`src/rtl/cond_status_unit.sv`:
```
// cond_status_unit
//
// Holds the architectural NZCV status register written back by the EXE-stage
// ALU, evaluates the condition field of the instruction in ID against those
// flags, and registers the pass/fail verdict into the ID/EXE boundary where it
// gates register and flag write-back. A flag-setting instruction in EXE
// followed by a conditional instruction in ID is resolved either by bypassing
// the EXE flags into the ID evaluation or by stalling ID for one cycle.
//
// Build option:
//   FLAG_FORWARD_EN  defined   -> EXE flags are bypassed into ID evaluation,
//                                 id_stall is tied low.
//                    undefined -> no bypass; id_stall is raised for one cycle
//                                 per hazard and ID evaluates from status_q.
//
// Ports:
//   clk            in   rising-edge clock
//   rst_n          in   asynchronous active-low reset
//   freeze         in   pipeline freeze, holds all state
//   flush          in   branch-taken flush of the ID instruction
//   exe_valid      in   EXE holds a live instruction
//   exe_s          in   EXE instruction updates the flags
//   exe_cond_ok    in   EXE instruction passed its condition
//   exe_status     in   ALU status bits {n,z,c,v}
//   id_valid       in   ID holds a live instruction
//   id_cond        in   condition field of the ID instruction
//   status_q       out  architectural flags {n,z,c,v}
//   id_stall       out  stall request to IF/ID (combinational)
//   exe_cond_pass  out  registered verdict for the instruction now in EXE

module cond_status_unit (
    input  logic       clk,
    input  logic       rst_n,
    input  logic       freeze,
    input  logic       flush,
    input  logic       exe_valid,
    input  logic       exe_s,
    input  logic       exe_cond_ok,
    input  logic [3:0] exe_status,
    input  logic       id_valid,
    input  logic [3:0] id_cond,
    output logic [3:0] status_q,
    output logic       id_stall,
    output logic       exe_cond_pass
);

    localparam int LEN_STATUS = 4;

    localparam logic [3:0] COND_AL = 4'hE;

    logic                  flag_write;
    logic                  hz;
    logic [LEN_STATUS-1:0] flags_eval;
    logic                  cond_ok_id;
    logic                  bubble;

    // Condition decode; flag order is {n,z,c,v}. Carry is taken as the ALU
    // produces it, with no borrow inversion.
    function automatic logic cond_pass(input logic [3:0] cond,
                                       input logic [LEN_STATUS-1:0] flags);
        logic n, z, c, v;
        logic result;
        n = flags[3];
        z = flags[2];
        c = flags[1];
        v = flags[0];
        result = 1'b0;
        case (cond)
            4'h0:    result = z;
            4'h1:    result = !z;
            4'h2:    result = c;
            4'h3:    result = !c;
            4'h4:    result = n;
            4'h5:    result = !n;
            4'h6:    result = v;
            4'h7:    result = !v;
            4'h8:    result = c && !z;
            4'h9:    result = !c || z;
            4'hA:    result = (n == v);
            4'hB:    result = (n != v);
            4'hC:    result = !z && (n == v);
            4'hD:    result = z || (n != v);
            4'hE:    result = 1'b1;
            default: result = 1'b0;
        endcase
        return result;
    endfunction

    // Only a live, flag-setting instruction that passed its own condition
    // changes the flags.
    assign flag_write = exe_valid && exe_s && exe_cond_ok;

    // AL does not read the flags, so it never creates a hazard.
    assign hz = flag_write && id_valid && (id_cond != COND_AL);

`ifdef FLAG_FORWARD_EN
    assign flags_eval = hz ? exe_status : status_q;
    assign id_stall   = 1'b0;
`else
    // Flush wins over stall: a flushed instruction never needs the flags.
    assign flags_eval = status_q;
    assign id_stall   = hz && !flush;
`endif

    assign cond_ok_id = cond_pass(id_cond, flags_eval);

    // A stalled ID instruction is re-presented next cycle, so the slot it
    // would have filled in EXE becomes a bubble.
    assign bubble = flush || id_stall || !id_valid;

    always_ff @(posedge clk or negedge rst_n) begin
        if (!rst_n) begin
            status_q <= '0;
        end else if (!freeze && flag_write) begin
            status_q <= exe_status;
        end
    end

    always_ff @(posedge clk or negedge rst_n) begin
        if (!rst_n) begin
            exe_cond_pass <= 1'b0;
        end else if (!freeze) begin
            exe_cond_pass <= bubble ? 1'b0 : cond_ok_id;
        end
    end

endmodule

```
`config.mk`:
```
export PLATFORM = sky130hd
export DESIGN_NAME = cond_status_unit
export DESIGN_NICKNAME = d
export VERILOG_FILES = /design/src/rtl/cond_status_unit.sv
export SDC_FILE = /design/constraint.sdc
export NUM_CORES = 1
export LEC_CHECK = 0
export ABC_AREA = 1
export ABC_CLOCK_PERIOD_IN_PS = 2300
export CAP_MARGIN = 5
export CORE_AREA = 2 2 39 41
export CTS_CLUSTER_DIAMETER = 30
export DETAILED_ROUTE_END_ITERATION = 7
export DIE_AREA = 0 0 41 43
export PLACE_DENSITY = 0.68
export RECOVER_POWER = 100
export SYNTH_ARGS = -nofsm -noshare
export SYNTH_HDL_FRONTEND = slang
export SYNTH_SLANG_ARGS = --single-unit
```
`constraint.sdc`:
```
create_clock -name clk -period 2.3 [get_ports clk]
set_clock_uncertainty 0.1 [all_clocks]
set_input_delay 0.23 -clock clk [delete_from_list [all_inputs] [get_ports clk]]
set_output_delay 0.23 -clock clk [all_outputs]
set_load 0.01 [all_outputs]
```
# After elaboration in Yosys (flattened, before gate mapping)
# Cells that the tools add are included.
[totals]
ff_bits = 5
inputBits = 16
output_inout_bits = 6
word_cells = 41
[classes]
n_eq_ne = 17
muxes = 2
reduce_logical = 20
[ops]
columns = ["operator", "count"]
rows = [
  ["4-bit equality test, second input constant", 7],
  ["4-bit by 3-bit equality test with 1-bit output, second input constant", 4],
  ["1-bit one-hot mux with 15 select lines", 1],
  ["4-bit by 2-bit equality test with 1-bit output, second input constant", 2],
  ["1-bit logical AND", 8],
  ["1-bit zero test", 7],
  ["4-bit by 1-bit equality test with 1-bit output, second input constant", 1],
  ["4-bit zero test", 1],
  ["1-bit logical OR", 4],
  ["4-bit inequality test, second input constant", 1],
  ["1-bit equality test", 1],
  ["1-bit two-way mux", 1],
  ["1-bit inequality test", 1],
]

# Logic depth before layout (Yosys ltp)
# Gate-level depths: netlist of the first run.
[logic_depth]
word_depth = 8
depth_mapped = 10
ltp_nobuf = 10

# Worst setup path before layout of the first run
# No wires, ideal clock.
[synth_timing]
path_kind = "register -> register"
startpoint = "reg status_q[3]"
endpoint = "reg exe_cond_pass"
setup_ps = 116
arrival_ps = 990
required_time_ps = 2084
setup_slack_ps = 1093
stages_incl_launch_ff = 11
period_less_slack_ps = 1207
cell_sequence = "dfrtp_1 > inv_1 > nand2_1 > nand2_1 > nand2_1 > nand2_1 > nand2_1 > nand3_1 > nand3_1 > nand2_1 > nand2_1"
[synth_between]
elab_chain_len = 4
word_cells_on_any_way = 7
[synth_rtl]
columns = ["item", "line", "text"]
rows = [
  ["start: declaration", "42", "output logic [3:0] status_q,"],
  ["start signal: assignment", "115", "status_q <= exe_status;"],
  ["1-bit inequality test or 1-bit equality test (tied branches)", "-", ""],
  ["1-bit logical OR or 1-bit logical AND (tied branches)", "82, 81", ""],
  ["1-bit one-hot mux with 15 select lines (*)", "68", "case (cond)"],
  ["1-bit two-way mux (*)", "123", "exe_cond_pass <= bubble ? 1'b0 : cond_ok_id;"],
  ["end signal: assignment", "123", ""],
  ["end: declaration", "44", "output logic exe_cond_pass"],
]
# Every way passes the cells marked *; elsewhere a longest branch is shown, timed or not.
# A chain may end at the register's enable or synchronous reset.

# Worst setup path in the final report of the first run
[layout_timing]
startpoint = "in id_cond[3]"
endpoint = "out id_stall"
[layout_between]
elab_chain_len = 3
[layout_rtl]
columns = ["item", "line", "text"]
rows = [
  ["start: declaration", "41", "input logic [3:0] id_cond,"],
  ["4-bit inequality test", "94", "assign hz = flag_write && id_valid && (id_cond != COND_AL);"],
  ["1-bit logical AND", "94", ""],
  ["1-bit logical AND", "102", "assign id_stall = hz && !flush;"],
  ["end: declaration", "43", "output logic id_stall,"],
]
# No other way between the ends.

==> results.ini, run 1 <==
[grt]
met2_usage=0.2375
via_count_of_the_first_global_routing_pass=500
grt_use_total=0.1564
top_usage_layer=met2
maximum_number_of_pins_on_one_net_before_global_route_repair=9
grt-ovfl-total=0
grt_first_pass_wirelength_um=1897
groute.layer.met1.usage=0.1928
grtUsageMet3=0.04188
antenna_found_initial=0

[synthesis]
synthMuxAreaShare=0
synth.yosys.seq_area_share=0.2809
synth-compound-area-share=0.08708
synth.net_count=92
synthesis.area_um2=445.4
synth_simple_gate_area_frac=0.4860
post_synth_num_cell_types=16
ys_warn_count=0
combinational_family_with_the_most_area_after_synthesis=simple AND/OR/NAND/NOR gates
synth_area_per_cell_um2=5.861
post_synth_fa_ha_maj_area_fraction=0
post_synth_inst_count=76
synthXorXnorAreaFrac=0
synth_seq_cells=5

[critical_path]
startpoint_type=input port
cp.required_ns=1.97
timing.critical_path.arrival_ns=1.81
worstSetupPathType=input port to output pin
critPathCaptureType=output pin
maximum_net_fanout_on_the_critical_path=5

[final_layout]
final_common_cell=nand2_1
multi_input_comb_area_um2=255.2
synth_to_layout_area_growth_pct=55.62
final_net_count=117
layout_common_cells=nand2_1 (18), nand3_1 (16), clkdlybuf4s50_1 (13), inv_1 (10), nor2_1 (10)
antennaDiodeCount=0
final_cells=116
fillerInstances=147
finalCoreUtilization=0.5009
final_layout_size_suffix_gt1_frac=0.08000
final-seq-area_um2=125.1

[route]
route.detailed.drc=0
dr.first_iter.drc_count=11
antenna_left=0
wire_per_inst_um=9.190
route.final.wire_length_um=1066
route.vias.total=523
route.detailed.vias_per_inst=4.509
drt_first_pass_iters=4

[pwr]
switching_power_uw=116.6
p_clk_frac=0.292
pwr-share-seq=0.330
cellLeakagePower_uw=0.0003522
power_report.internal_total_uw=236.1
max-vdd-ir-drop_v=0.0002667
switching_share=0.3305
p_per_area_nw_per_um2=508.8
comb_power_share=0.378

[clock_network]
holdBufCountCts=0
clock_path_buffers=2
cts_resized=0
cts.sink_count=5
clk_pin_slew_worst_paths_ns=0.04
clk_latency_worst_skew_pair_ns=0.24
cts_setup_buffers=0
tritoncts_clock_tree=built
clk_root_buffer_cell=clkbuf_4
cts_inserted_buffers=3
clock_tree.htree_level_count=1

[timing]
timing.slew.headroom=0.7389
layout_min_cycle_time_ns=2.139
timing_worst_slew_pin_value_ns=0.3916
finalCritPeriodShare=0.9299
hold_slack_ns=0.1824
hold_viol_final=0
setup-violations-final=0
slew_violations=0
clock.fmax_mhz=467.6
setup_total_negative_slack_ns=0
rsz0062_at_grt=false

[hold_path]
worstHoldPathType=input port to async pin

[placed_design]
port-buffer-count=21
hpwl_um=916.7
placed_cells=112
place.gp.congestion=0.7538

[floorplan]
die-area_um2=1763
placementRows=14
start_util=0.3219
core_region_area_um2=1384
die_height_um=43
pin_count=22
die_width_um=41

[outcome]
status=finished clean

[run]
timing.max_cap.violations=0

==> sequential cells by signal, summed over array words and instances, names as in the netlist <==
name           count
exe_cond_pass      1
status_q           4
==> synth_stat cells, drive strengths merged <==
cell type  count  share of area
nor2          11          0.098
buf            3          0.045
nand2         18           0.15
a21oi          6          0.076
o21ai          1          0.011
and2           1          0.014
inv           12           0.10
nand3b         1          0.017
dfrtp          5           0.28
or2            1          0.014
nand3         16           0.18
nor3           1          0.011
==> power by group through the flow <==
stage	Sequential [uW]	Combinational (uW)	Clock, uW
after floorplan	123	63.2	0
after global placement	119	140	0
after detailed placement	118	142	0
after CTS	117	142	107
after global routing	119	151	115
final	116	133	103
==> final timing paths <==
path	from	to	slack, ns	depth (start not counted)
setup / recovery	id_cond[3]	id_stall	0.16	7
max in group asynchronous	rst_n	status_q[3]$_DFFE_PN0P_	1.72	1
setup reg to reg	status_q[3]$_DFFE_PN0P_	exe_cond_pass$_DFFE_PN0N_	0.98	10
hold reg to reg	exe_cond_pass$_DFFE_PN0N_	exe_cond_pass$_DFFE_PN0N_	0.39	2
min in group clk	exe_cond_pass$_DFFE_PN0N_	exe_cond_pass$_DFFE_PN0N_	0.39	2
hold / removal	rst_n	status_q[1]$_DFFE_PN0P_	0.18	1
==> final cells by class <==
cell class | instances | share of cell area
Inverter | 12 | 0.06498
Tap cell | 16 | 0.02888
Timing Repair Buffer | 23 | 0.3195
Clock buffer | 4 | 0.03791
Sequential cell | 5 | 0.1805
Multi-Input combinational cell | 56 | 0.3682
==> logic make-up after synthesis <==
group	Yosys count
AO/OA/AOI/OAI	7
buffers and inverters	15
flip-flops	5
AND/OR/NAND/NOR	49
==> layer usage <==
metal | wire, um | vias up
met5 | 0 | -
met4 | 19 | 0
met3 | 48 | 2
met2 | 528 | 11
met1 | 469 | 221
li1 | - | 289
==> through the flow <==
stage	setup WS [ns]	total power, uW	cell area [um^2]
global placement	0.2817	259.1	670.6
CTS	0.2370	366.6	696.9
floorplan	1.093	186.7	445.4
detailed placement	0.2353	259.9	670.6
global route	0.08237	384.4	693.2
finish	0.1613	352.7	693.2
==> critical path, cell delays in order <==
cell             delay [ns]
clkdlybuf4s50_1        0.54
nand2_1                0.13
inv_1                  0.09
nand3_1                0.09
nand3_1                0.09
nor2_1                 0.04
dlygate4sd3_1          0.59
Note: power is estimated with default switching activity, not from simulation.
==> run 2, diff against run 1 <==
--- a/config.mk
+++ b/config.mk
@@ -12,8 +12,9 @@
 export CTS_CLUSTER_DIAMETER = 30
 export DETAILED_ROUTE_END_ITERATION = 7
 export DIE_AREA = 0 0 41 43
-export PLACE_DENSITY = 0.68
+export DONT_BUFFER_PORTS = 1
 export RECOVER_POWER = 100
+export SLEW_MARGIN = 40
 export SYNTH_ARGS = -nofsm -noshare
 export SYNTH_HDL_FRONTEND = slang
 export SYNTH_SLANG_ARGS = --single-unit
==> results.ini, run 2 (synthesis results as in run 1) <==
[final_layout]
synth_to_layout_area_growth_pct=8.146
multi_input_comb_area_um2=255.2
final-seq-area_um2=125.1
fillerInstances=173
largest_reg_flops=4
layout_common_cells=nand2_1 (18), nand3_1 (16), inv_1 (10), nor2_1 (10)
finalCoreUtilization=0.3481
registers.top_by_ff_count=status_q
final_net_count=95
antennaDiodeCount=0
final_layout_size_suffix_gt1_frac=0.1026
reg_top3=status_q x4, exe_cond_pass x1
final_common_cell=nand2_1

[timing]
postLayoutSetupSlackWorst_ns=0.9585
slew_violations=0
clock.fmax_mhz=745.5
rsz0062_at_grt=false
hold_viol_final=0
setup_total_negative_slack_ns=0
setup-violations-final=0
timing.slew.headroom=0.8405
layout_min_cycle_time_ns=1.341
timing_worst_slew_pin_value_ns=0.2393
finalCritPeriodShare=0.5832

[placed_design]
port-buffer-count=0
place.gp.congestion=0.8147
hpwl_um=814.2
pre_cts_worst_setup_slack_ns=0.9685

[critical_path]
cp.required_ns=2.33
timing.critical_path.max_delay_family=simple AND/OR/NAND/NOR gates
critPathSlowestCell=dfrtp_1
maximum_net_fanout_on_the_critical_path=4
timing.critical_path.cells=inv_1 -> nand2_1 -> nand2_1 -> nand3b_1 -> nand2_1 -> nor2_1 -> nand3_1 -> nand2_1 -> nand2_1
timing.critical_path.arrival_ns=1.37
worstSetupPathType=register to register
critPathCaptureType=register
path_common_cell=nand2_1
startpoint_type=register
critPathMaxStageDelay_ns=0.42
worst-path-buf-inv=1

[clock_network]
cts_setup_buffers=0
clk_latency_worst_skew_pair_ns=0.24
clock_path_buffers=2
tritoncts_clock_tree=built
cts_resized=0
clk_pin_slew_worst_paths_ns=0.04
holdBufCountCts=1
clk_root_buffer_cell=clkbuf_4
cts.sink_count=5
clock_tree.htree_level_count=1
cts_inserted_buffers=3

[floorplan]
die_height_um=43
pin_count=22
start_util=0.3219
die_width_um=41
die-area_um2=1763
core_region_area_um2=1384
placementRows=14

[route]
dr.first_iter.drc_count=13
route.final.wire_length_um=968
antenna_left=0
route.detailed.vias_per_inst=4.936
route.detailed.drc=0
route.vias.total=464
drt_first_pass_iters=4
wire_per_inst_um=10.30

[grt]
grt-ovfl-total=0
antenna_found_initial=0
via_count_of_the_first_global_routing_pass=457
grt_first_pass_wirelength_um=1807
maximum_number_of_pins_on_one_net_before_global_route_repair=9
grt_use_total=0.1532

[pwr]
max-vdd-ir-drop_v=0.0002612
p_per_area_nw_per_um2=615.3
cellLeakagePower_uw=0.0002658

[outcome]
status=finished clean

[run]
timing.max_cap.violations=0

[hold_path]
worstHoldPathType=input port to register

## run 2: cell count changes in the layout (fill, tap and decap cells not counted), sizes merged
cell           delta
buf               -1
dlygate4sd3       -7
clkdlybuf4s50    -13
clkbuf            -1
## run 2: per-layer routing
layer | global-route usage | part of all wire | vias to the layer above
li1 | - | - | 242
met1 | 0.1792 | 0.38 | 206
met2 | 0.2281 | 0.55 | 14
met3 | 0.03141 | 0.059 | 2
met4 | 0.1200 | 0.012 | 0
met5 | 0 | 0 | -
## run 2: worst register-to-register path, stage by stage (launching register included)
cell	delay, ns
dfrtp_1	0.42
inv_1	0.11
nand2_1	0.09
nand2_1	0.07
nand3b_1	0.08
nand2_1	0.05
nor2_1	0.12
nand3_1	0.09
nand2_1	0.06
nand2_1	0.05
## run 2: layout make-up
cell class	count	share of cell area
multi-input cells	56	0.5299
flip-flops and latches	5	0.2597
inverters	12	0.09351
clock buffers	4	0.05455
well taps	16	0.04156
repair buffers	1	0.02078
## run 2: worst paths after layout
| path | slack, ns | endpoint | depth (start not counted) | from |
|---|---|---|---|---|
| setup / recovery | 0.96 | exe_cond_pass$_DFFE_PN0N_ | 9 | status_q[3]$_DFFE_PN0P_ |
| hold / removal | 0.02 | exe_cond_pass$_DFFE_PN0N_ | 2 | freeze |
| setup reg to reg | 0.96 | exe_cond_pass$_DFFE_PN0N_ | 9 | status_q[3]$_DFFE_PN0P_ |
| hold reg to reg | 0.46 | exe_cond_pass$_DFFE_PN0N_ | 2 | exe_cond_pass$_DFFE_PN0N_ |
| max in group asynchronous | 1.74 | status_q[3]$_DFFE_PN0P_ | 1 | rst_n |
| min in group asynchronous | 0.18 | status_q[1]$_DFFE_PN0P_ | 1 | rst_n |
## run 2: report_power, final
part | switching [uW] | leakage, uW | total (uW) | internal (uW)
Combinational | 41.9 | 0.000195 | 69.4 | 27.5
Sequential | 23.9 | 0.0000562 | 127 | 103
Clock | 34.7 | 0.0000150 | 100 | 65.5
## run 2: metrics by stage
step | power [uW] | instances | cell area [um^2] | hold WS [ns]
after CTS | 300.6 | 94 | 481.7 | 0.008333
after detailed placement | 195.0 | 89 | 445.4 | -0.1655
after global routing | 326.0 | 94 | 481.7 | 0.01961
after floorplan | 186.7 | 76 | 445.4 | -0.1656
after global placement | 194.6 | 89 | 445.4 | -0.1655
final | 296.4 | 94 | 481.7 | 0.01846
==> run 3, diff against run 2 <==
--- a/config.mk
+++ b/config.mk
@@ -6,7 +6,7 @@
 export NUM_CORES = 1
 export LEC_CHECK = 0
 export ABC_AREA = 1
-export ABC_CLOCK_PERIOD_IN_PS = 2300
+export ABC_CLOCK_PERIOD_IN_PS = 1400
 export CAP_MARGIN = 5
 export CORE_AREA = 2 2 39 41
 export CTS_CLUSTER_DIAMETER = 30
==> constraint.sdc (replaced) <==
create_clock -name clk -period 1.4 [get_ports clk]
set_clock_uncertainty 0.1 [all_clocks]
set_input_delay 0.14 -clock clk [delete_from_list [all_inputs] [get_ports clk]]
set_output_delay 0.14 -clock clk [all_outputs]
set_load 0.01 [all_outputs]
==> results.ini, run 3 (synthesis results as in run 1) <==
[outcome]
status=finished clean

[run]
timing.max_cap.violations=0

[timing]
hold_slack_ns=0.05638
slew_violations=0
timing_worst_slew_pin_value_ns=0.2302
layout_min_cycle_time_ns=1.256
clock.fmax_mhz=796.1
rsz0062_at_grt=false
hold_viol_final=0
timing.slew.headroom=0.8460
setup-violations-final=0
finalCritPeriodShare=0.8972
setup_total_negative_slack_ns=0

[clock_network]
clk_pin_slew_worst_paths_ns=0.04
clock_tree.htree_level_count=1
clk_latency_worst_skew_pair_ns=0.24
clk_root_buffer_cell=clkbuf_4
cts_inserted_buffers=3
tritoncts_clock_tree=built
cts.sink_count=5
clock_path_buffers=2

[route]
route.detailed.vias_per_inst=4.990
route.detailed.drc=0
route.vias.total=519
route.final.wire_length_um=1024
drt_first_pass_iters=4
wire_per_inst_um=9.846
dr.first_iter.drc_count=6
antenna_left=0

[pwr]
max-vdd-ir-drop_v=0.0004844
cellLeakagePower_uw=0.0003011
p_per_area_nw_per_um2=940.1

[floorplan]
placementRows=14
pin_count=22
start_util=0.3219
die_width_um=41
core_region_area_um2=1384
die_height_um=43
die-area_um2=1763

[final_layout]
synth_to_layout_area_growth_pct=27.53
registers.top_by_ff_count=status_q
final_common_cell=nand2_1
largest_reg_flops=4
antennaDiodeCount=0
finalCoreUtilization=0.4105
final_layout_size_suffix_gt1_frac=0.1818
final_net_count=105
reg_top3=status_q x4, exe_cond_pass x1
fillerInstances=158
layout_common_cells=nand2_1 (17), nand3_1 (16), nor2_1 (9), inv_1 (8), dlygate4sd3_1 (6)

[critical_path]
cp.required_ns=1.43
startpoint_type=register
critPathCaptureType=register
worstSetupPathType=register to register
timing.critical_path.arrival_ns=1.29
maximum_net_fanout_on_the_critical_path=4

[grt]
groute.layer.met1.usage=0.1836
grt-ovfl-total=0
met2_usage=0.2281
via_count_of_the_first_global_routing_pass=480
antenna_found_initial=0
maximum_number_of_pins_on_one_net_before_global_route_repair=9
top_usage_layer=met2
grtUsageMet3=0.03665
grt_use_total=0.1556
grt_first_pass_wirelength_um=1835

[hold_path]
worstHoldPathType=input port to register

[placed_design]
hpwl_um=829.2
port-buffer-count=0
place.gp.congestion=0.7733

[run 3: cell count changes in the layout (fill, tap and decap cells not counted), sizes merged]
cell	change
buf	+3
dlygate4sd3	+5
clkbuf	+2
[run 3: layout make-up]
cell class | count | area, um^2 | share of cell area
Multi-Input combinational cell | 56 | 260.3 | 0.4582
Sequential cell | 5 | 126.4 | 0.2225
Timing Repair Buffer | 11 | 90.09 | 0.1586
Inverter | 12 | 45.04 | 0.07930
Clock buffer | 4 | 26.28 | 0.04626
Tap cell | 16 | 20.02 | 0.03524
[run 3: through the flow]
| step | setup slack [ns] | instances | cell area [um^2] | total power, uW |
|---|---|---|---|---|
| 6_report | 0.1439 | 104 | 568.0 | 534.0 |
| 5_1_grt | 0.004412 | 104 | 568.0 | 589.5 |
| 4_1_cts | 0.09481 | 101 | 546.8 | 523.1 |
| 3_5_place_dp | 0.09533 | 91 | 460.4 | 338.0 |
| 3_3_place_gp | 0.1117 | 91 | 460.4 | 336.1 |
| 2_1_floorplan | 0.1935 | 76 | 445.4 | 306.7 |
[run 3: timing repair]
item                       in CTS  in global routing
buffers inserted                0                  3
setup endpoints to repair       0                  1
hold endpoints to repair       10                  0
resized for setup               0                  5
hold buffers                    6                  0
[run 3: critical path: stages, from the launching register on]
cell and delay [ns]:
dfrtp_1 0.40, inv_2 0.06, nand2_1 0.07, nand2_1 0.08, nand3b_1 0.09, nand2_1 0.06
nor2_2 0.11, nand3_1 0.08, nand2_1 0.06, nand2_1 0.04
[run 3: path summary, 6_finish.rpt]
check	slack, ns	cells past startpoint	to	from
min reg2reg	0.45	2	exe_cond_pass$_DFFE_PN0N_	exe_cond_pass$_DFFE_PN0N_
max in group asynchronous	0.90	1	status_q[2]$_DFFE_PN0P_	rst_n
min	0.06	4	exe_cond_pass$_DFFE_PN0N_	id_cond[3]
max	0.14	9	exe_cond_pass$_DFFE_PN0N_	status_q[3]$_DFFE_PN0P_
max reg2reg	0.14	9	exe_cond_pass$_DFFE_PN0N_	status_q[3]$_DFFE_PN0P_
min in group asynchronous	0.09	1	exe_cond_pass$_DFFE_PN0N_	rst_n
[run 3: power by group]
group / internal [uW] / switching [uW]
sequential: 170 / 32.2
clock: 107 / 55.1
combinational: 79.3 / 89.6
total: 357 / 177
[run 3: metal layers]
| metal | wire length (um) | vias up | share of wire |
|---|---|---|---|
| met5 | 0 | - | 0 |
| met4 | 20 | 0 | 0.020 |
| met3 | 55 | 4 | 0.054 |
| met2 | 552 | 11 | 0.54 |
| met1 | 396 | 234 | 0.39 |
| li1 | - | 270 | - |
